<file path="config.mk">
export PLATFORM = sky130hd
export DESIGN_NAME = axis_master_pkt
export DESIGN_NICKNAME = d
export VERILOG_FILES = /design/src/rtl/axis_m_pkg.sv /design/src/rtl/axis_m_fifo.sv /design/src/rtl/axis_master_pkt.sv
export SDC_FILE = /design/constraint.sdc
export NUM_CORES = 1
export LEC_CHECK = 0
export CORE_MARGIN = 3
export CORE_UTILIZATION = 50
export CTS_CLUSTER_SIZE = 40
export DETAILED_ROUTE_END_ITERATION = 10
export PLACE_DENSITY = 0.68
export SKIP_LAST_GASP = 1
export SYNTH_ARGS = -nofsm -noshare
export SYNTH_HDL_FRONTEND = slang
export SYNTH_SLANG_ARGS = --single-unit
</file>
<file path="constraint.sdc">
create_clock -name aclk -period 5.6 [get_ports aclk]
set_input_delay 1.12 -clock aclk [delete_from_list [all_inputs] [get_ports aclk]]
set_output_delay 1.12 -clock aclk [all_outputs]
set_load 0.01 [all_outputs]
</file>
<file path="src/rtl/axis_m_pkg.sv">
// Shared types and default parameters for the axis_master_pkt packet master.
package axis_m_pkg;

    typedef enum logic [0:0] {
        AXIS_M_IDLE = 1'b0,
        AXIS_M_SEND = 1'b1
    } axis_m_state_e;

    localparam int AXIS_M_DATA_WIDTH  = 32;
    localparam int AXIS_M_FIFO_DEPTH  = 8;
    localparam int AXIS_M_MAX_PKT_LEN = 16;

endpackage

</file>
<file path="src/rtl/axis_m_fifo.sv">
// Synchronous first-word-fall-through FIFO; pointers carry an extra wrap bit
// so equal indices can be told apart as full or empty.
module axis_m_fifo
    import axis_m_pkg::*;
#(
    parameter int DATA_WIDTH = AXIS_M_DATA_WIDTH,
    parameter int FIFO_DEPTH = AXIS_M_FIFO_DEPTH,
    localparam int AW        = $clog2(FIFO_DEPTH)
) (
    input  logic                  aclk,
    input  logic                  areset,
    input  logic                  push,
    input  logic [DATA_WIDTH-1:0] wdata,
    input  logic                  pop,
    output logic [DATA_WIDTH-1:0] rdata,
    output logic [AW:0]           count,
    output logic                  full,
    output logic                  empty
);

    logic [AW:0]           wr_ptr_q, wr_ptr_d;
    logic [AW:0]           rd_ptr_q, rd_ptr_d;
    logic [DATA_WIDTH-1:0] mem_q [FIFO_DEPTH];
    logic                  do_push, do_pop;

    assign count   = wr_ptr_q - rd_ptr_q;
    assign empty   = (wr_ptr_q == rd_ptr_q);
    assign full    = (wr_ptr_q[AW] != rd_ptr_q[AW]) &&
                     (wr_ptr_q[AW-1:0] == rd_ptr_q[AW-1:0]);
    assign do_push = push && !full;
    assign do_pop  = pop && !empty;
    assign rdata   = mem_q[rd_ptr_q[AW-1:0]];

    always_comb begin
        // NOTE: every always_comb output gets a default first, so no path can infer a latch.
        wr_ptr_d = wr_ptr_q;
        rd_ptr_d = rd_ptr_q;
        if (do_push) wr_ptr_d = wr_ptr_q + (AW+1)'(1);
        if (do_pop)  rd_ptr_d = rd_ptr_q + (AW+1)'(1);
    end

    // NOTE: non-blocking assignments so every flop samples pre-edge values.
    always_ff @(posedge aclk or posedge areset) begin
        if (areset) begin
            wr_ptr_q <= '0;
            rd_ptr_q <= '0;
        end else begin
            wr_ptr_q <= wr_ptr_d;
            rd_ptr_q <= rd_ptr_d;
        end
    end

    // NOTE: storage is not reset; the pointers alone decide which entries are valid.
    always_ff @(posedge aclk) begin
        if (do_push) mem_q[wr_ptr_q[AW-1:0]] <= wdata;
    end

endmodule

</file>
<file path="src/rtl/axis_master_pkt.sv">
// AXI-Stream packet master: FIFO-buffered producer words sent as length-programmed packets.
// Define AXIS_M_ASSERT_EN to compile in SVA protocol checks.
module axis_master_pkt
    import axis_m_pkg::*;
#(
    parameter int DATA_WIDTH  = AXIS_M_DATA_WIDTH,
    parameter int FIFO_DEPTH  = AXIS_M_FIFO_DEPTH,
    parameter int MAX_PKT_LEN = AXIS_M_MAX_PKT_LEN,
    parameter int LEN_WIDTH   = $clog2(MAX_PKT_LEN + 1)
) (
    input  logic                        aclk,
    input  logic                        areset,
    input  logic [DATA_WIDTH-1:0]       data_in,
    input  logic                        send_in,
    output logic                        full_out,
    output logic [$clog2(FIFO_DEPTH):0] fifo_count_out,
    input  logic [LEN_WIDTH-1:0]        pkt_len_in,
    input  logic                        start_in,
    output logic                        busy_out,
    input  logic                        tready_in,
    output logic                        tvalid_out,
    output logic [DATA_WIDTH-1:0]       tdata_out,
    output logic                        tlast_out,
    output logic                        finish_out
);

    axis_m_state_e         state_q, state_d;
    logic [LEN_WIDTH-1:0]  len_q, len_d;
    logic [LEN_WIDTH-1:0]  loaded_cnt_q, loaded_cnt_d;
    logic                  tvalid_q, tvalid_d;
    logic [DATA_WIDTH-1:0] tdata_q, tdata_d;
    logic                  tlast_q, tlast_d;
    logic                  finish_q, finish_d;

    logic                  fifo_push, fifo_pop, fifo_full, fifo_empty;
    logic [DATA_WIDTH-1:0] fifo_rdata;
    logic                  handshake, len_ok;

    assign fifo_push = send_in && !fifo_full;
    assign handshake = tvalid_q && tready_in;
    assign len_ok    = (pkt_len_in != '0) && (pkt_len_in <= LEN_WIDTH'(MAX_PKT_LEN));
    // A load pops the FIFO straight into the output register.
    assign fifo_pop  = (state_q == AXIS_M_SEND) && (loaded_cnt_q < len_q) &&
                       !fifo_empty && (!tvalid_q || tready_in);

    axis_m_fifo #(
        .DATA_WIDTH (DATA_WIDTH),
        .FIFO_DEPTH (FIFO_DEPTH)
    ) u_fifo (
        .aclk   (aclk),
        .areset (areset),
        .push   (fifo_push),
        .wdata  (data_in),
        .pop    (fifo_pop),
        .rdata  (fifo_rdata),
        .count  (fifo_count_out),
        .full   (fifo_full),
        .empty  (fifo_empty)
    );

    always_comb begin
        state_d      = state_q;
        len_d        = len_q;
        loaded_cnt_d = loaded_cnt_q;
        tvalid_d     = tvalid_q;
        tdata_d      = tdata_q;
        tlast_d      = tlast_q;
        finish_d     = handshake && tlast_q;

        case (state_q)
            AXIS_M_IDLE: begin
                if (start_in && len_ok) begin
                    state_d      = AXIS_M_SEND;
                    len_d        = pkt_len_in;
                    loaded_cnt_d = '0;
                end
            end
            AXIS_M_SEND: begin
                if (handshake && tlast_q) state_d = AXIS_M_IDLE;
            end
        endcase

        if (fifo_pop) begin
            tvalid_d     = 1'b1;
            tdata_d      = fifo_rdata;
            tlast_d      = (loaded_cnt_q == len_q - LEN_WIDTH'(1));
            loaded_cnt_d = loaded_cnt_q + LEN_WIDTH'(1);
        end else if (handshake) begin
            tvalid_d = 1'b0;
            tlast_d  = 1'b0;
        end
    end

    always_ff @(posedge aclk or posedge areset) begin
        if (areset) begin
            state_q      <= AXIS_M_IDLE;
            len_q        <= '0;
            loaded_cnt_q <= '0;
            tvalid_q     <= 1'b0;
            tdata_q      <= '0;
            tlast_q      <= 1'b0;
            finish_q     <= 1'b0;
        end else begin
            state_q      <= state_d;
            len_q        <= len_d;
            loaded_cnt_q <= loaded_cnt_d;
            tvalid_q     <= tvalid_d;
            tdata_q      <= tdata_d;
            tlast_q      <= tlast_d;
            finish_q     <= finish_d;
        end
    end

    assign full_out   = fifo_full;
    assign busy_out   = (state_q == AXIS_M_SEND);
    assign tvalid_out = tvalid_q;
    assign tdata_out  = tdata_q;
    assign tlast_out  = tlast_q;
    assign finish_out = finish_q;

`ifdef AXIS_M_ASSERT_EN
    logic [LEN_WIDTH-1:0] sva_beats_q;

    always_ff @(posedge aclk or posedge areset) begin
        if (areset)         sva_beats_q <= '0;
        else if (handshake) sva_beats_q <= tlast_q ? '0 : sva_beats_q + LEN_WIDTH'(1);
    end

    a_tvalid_hold: assert property (@(posedge aclk) disable iff (areset)
        tvalid_q && !tready_in |=> tvalid_q);
    a_payload_stable: assert property (@(posedge aclk) disable iff (areset)
        tvalid_q && !tready_in |=> $stable(tdata_q) && $stable(tlast_q));
    a_no_push_full: assert property (@(posedge aclk) disable iff (areset)
        fifo_full |-> !fifo_push);
    a_finish_pulse: assert property (@(posedge aclk) disable iff (areset)
        finish_q |=> !finish_q);
    a_beat_count: assert property (@(posedge aclk) disable iff (areset)
        handshake && tlast_q |-> (sva_beats_q + LEN_WIDTH'(1)) == len_q);
    // Async reset has already cleared every output by the first edge that sees it.
    a_reset_outputs: assert property (@(posedge aclk)
        areset |-> !tvalid_out && !tlast_out && !finish_out && !busy_out &&
                   !full_out && tdata_out == '0 && fifo_count_out == '0);
`else
    // Protocol checks compiled out; datapath behaviour is unchanged.
`endif

endmodule
</file>
==> impl_results.md <==
- Worst Path Buf+Inv: 4
- Most common cell on crit path: buf_4
- Final Non-Filler Cells: 1,093
- Worst path max stage delay: 0.55 ns
- GRT Total Usage: 18.2%
- Placement row count: 56
- Post-synthesis sequential area ratio: 73.4%
- Largest net degree at the start of global routing: 75
- Pins Over Slew Limit: 0
- Period minus WS final: 4.12 ns
- Die Wd: 163 um
- Worst Hold Slack: 0.535 ns
- Leakage: 0.00485 uW
- Syn Inst Count: 659
- DRC errors left: 0
- CTS buffer count: 31
- Clock-pin transition on the worst setup and hold timing paths: 0.06 ns
- Flop and latch count out of synthesis: 310
- Pre-CTS WS: 1.61 ns
- Antenna cell count: 0
- Post-layout util: 60.5%
- Final hold violations: 0
- Avg WL per Cell: 21.2 um
- Status: finished, final reports clean
- Share of post-route cells with drive strength above 1: 21.8%
- Routed wire length: 23,200 um
- Final worst-path cycle share: 73.6%
- Async S/R FF share, synth: 17.4%
- Placer congestion estimate: 0.794
- CTS tree: done
- Hold_buf cts: 0
- Setup TNS: 0 ns
- Worst Path Max Fanout: 35
- Clock sink count: 310
- Xor-xnor portion of the synthesized cell area: 1.20%
- Yosys cell types: 42
- Initial Utilization: 51.7%
- Clock Skew: 0.0171 ns
- F_max: 243 MHz
- Max IR drop VDD: 0.554 mV
- Drt first pass iters: 5
- Nets: 804
- Crit path arrival time: 3.00 ns
- Die area: 26,500 um2
- Hold Path Class: reg2reg
- Power per cell area: 568 nW/um2
- YS warnings: 0
- Slew of the pin with the lowest slew margin: 1.21 ns
- Post-CTS Setup Bufs: 0
- Number of top-level pins: 83
- Post-synthesis adder-cell area fraction: 1.38%
- Placed cells: 1,035
- Mapped cell area: 12,300 um2
- Main combinational cell family by area after synthesis: multiplexers
- Setup crit start kind: register
- ANT nets after route: 0
- Mux cell area share after synthesis: 12.3%
- Critical Path RT: 4.48 ns
- Maximum root-to-sink buffer count: 3
- Detail Placement HPWL: 13,000 um
- CTS H-tree depth: 1
- Synth Area in Simple Gates: 5.01%
- Die Y: 163 um
- Ys flop type: edfxtp_1
- Input/output buffers: 82
- Syn avg cell area: 18.7 um2
- EDFF count, synth: 256
- Final number of setup-violating endpoints: 0
- Number of max-cap violations: 0
- First-pass GRT wire length: 37,200 um
- CP Class: reg2out
- Worst Setup End Kind: primary output
- Core ar.: 23,800 um2
- Layout Area Growth over Synthesis: 17.2%
- Post-cts resize count: 0
- Vias in the first global route: 6,617
- DRT iter0 DRCs: 430
- Vias: 6,171
- Max transition margin: 19.0%
- Root buf cell: clkbuf_16
- Worst-skew pair later-pin latency: 0.55 ns
- Initial antenna violation count: 1
- Final worst slack: 1.48 ns
- Unrepaired setup endpoints after global routing: false
- Synth Area in Compound Gates: 4.27%
- Worst path top cell family by delay: buffers and inverters
- CP max stage cell: clkdlybuf4s50_1
- DR vias/cell: 5.65
- Gr ovfl total: 0
- CP cell instances: buf_4 > inv_1 > buf_4 > ha_1 > a21oi_1 > xor2_1 > clkdlybuf4s50_1
- Syn_nets: 714
[cell usage after synthesis, types with 2 or more instances]
cell type	instances	area share, %
edfxtp_1	256	62
nand2_1	81	2.5
mux4_2	64	12
dfrtp_1	54	11
nor2_1	39	1.2
a31oi_2	32	3.3
inv_1	19	0.58
clkbuf_1	14	0.43
xnor2_1	13	0.92
ha_1	12	1.2
o21ai_0	7	0.28
buf_2	6	0.24
nand3_1	6	0.24
mux2_2	5	0.46
a21oi_1	4	0.16
buf_4	4	0.24
buf_6	4	0.37
buf_8	4	0.49
nor3_1	4	0.16
a21o_1	2	0.12
and3_1	2	0.10
mux2i_1	2	0.16
nand2b_1	2	0.10
nand3b_1	2	0.12
nand4_1	2	0.10
nor2b_1	2	0.10
xor2_1	2	0.14
[layer usage]
layer	GRT usage (%)	up-vias	share of wire [%]
met1	25.1	3190	41
met5	0	-	0.056
met2	30.4	184	50
li1	-	2753	-
met4	4.50	2	2.2
met3	3.46	42	7.0
[cells by family (layout without fill, tap and decap cells)]
family                   count (synthesis)  in the layout
adder cells (fa/ha/maj)                 13             13
AO/OA/AOI/OAI                           51             51
flip-flops                             310            310
XOR/XNOR                                16             16
buffers and inverters                   52            167
multiplexers                            71             71
AND/OR/NAND/NOR                        146            146
[stage by stage]
step	total power (uW)	area (um2)
after global placement	6190	13400
after CTS	8310	14400
after floorplan	5450	12300
after global routing	8690	14400
final	8180	14400
after detailed placement	6290	13400
[final cells by class]
cell class / count / area, um2
tap: 319 / 399
sequential: 310 / 9040
inverter: 19 / 71.3
timing repair buffer: 90 / 881
fill: 1723 / 9400
multi-input combinational: 297 / 3030
clock buffer: 39 / 816
clock inverter: 19 / 179
[power by group]
group          total (uW)  internal [uW]  switching, uW
Clock                2000           1170            832
Sequential           3300           3020            278
Combinational        2880           1340           1550
Total                8180           5530           2660
[placed cells by master, fill, tap and decap left out, types with 13 or more instances in the layout]
cell type / synthesis / layout
nor2_1: 39 / 34
clkdlybuf4s50_1: 0 / 82
clkbuf_16: 0 / 31
nand2_1: 81 / 81
a31oi_2: 32 / 32
edfxtp_1: 256 / 256
xnor2_1: 13 / 13
inv_1: 19 / 17
dfrtp_1: 54 / 52
mux4_2: 64 / 64
[registers in the layout, indices dropped and copies added, names as in the netlist]
register	cells
busy_out	1
finish_out	1
len_q	5
loaded_cnt_q	5
tdata_out	32
tlast_out	1
tvalid_out	1
u_fifo.mem_q	256
u_fifo.rd_ptr_q	4
u_fifo.wr_ptr_q	4
[path summary, 6_finish.rpt]
kind                                    start                   to  slack (ns)  cells past startpoint
setup / recovery           u_fifo.rd_ptr_q[2]    fifo_count_out[3]        1.48                      7
hold / removal             u_fifo.wr_ptr_q[3]   u_fifo.wr_ptr_q[3]        0.54                      1
setup reg to reg           u_fifo.rd_ptr_q[2]  u_fifo.mem_q[4][13]        1.65                      9
hold reg to reg            u_fifo.wr_ptr_q[3]   u_fifo.wr_ptr_q[3]        0.54                      1
max in group asynchronous              areset   u_fifo.rd_ptr_q[0]        3.87                      3
min in group asynchronous              areset        tdata_out[24]        1.13                      3
(Power assumes the default switching activity.)
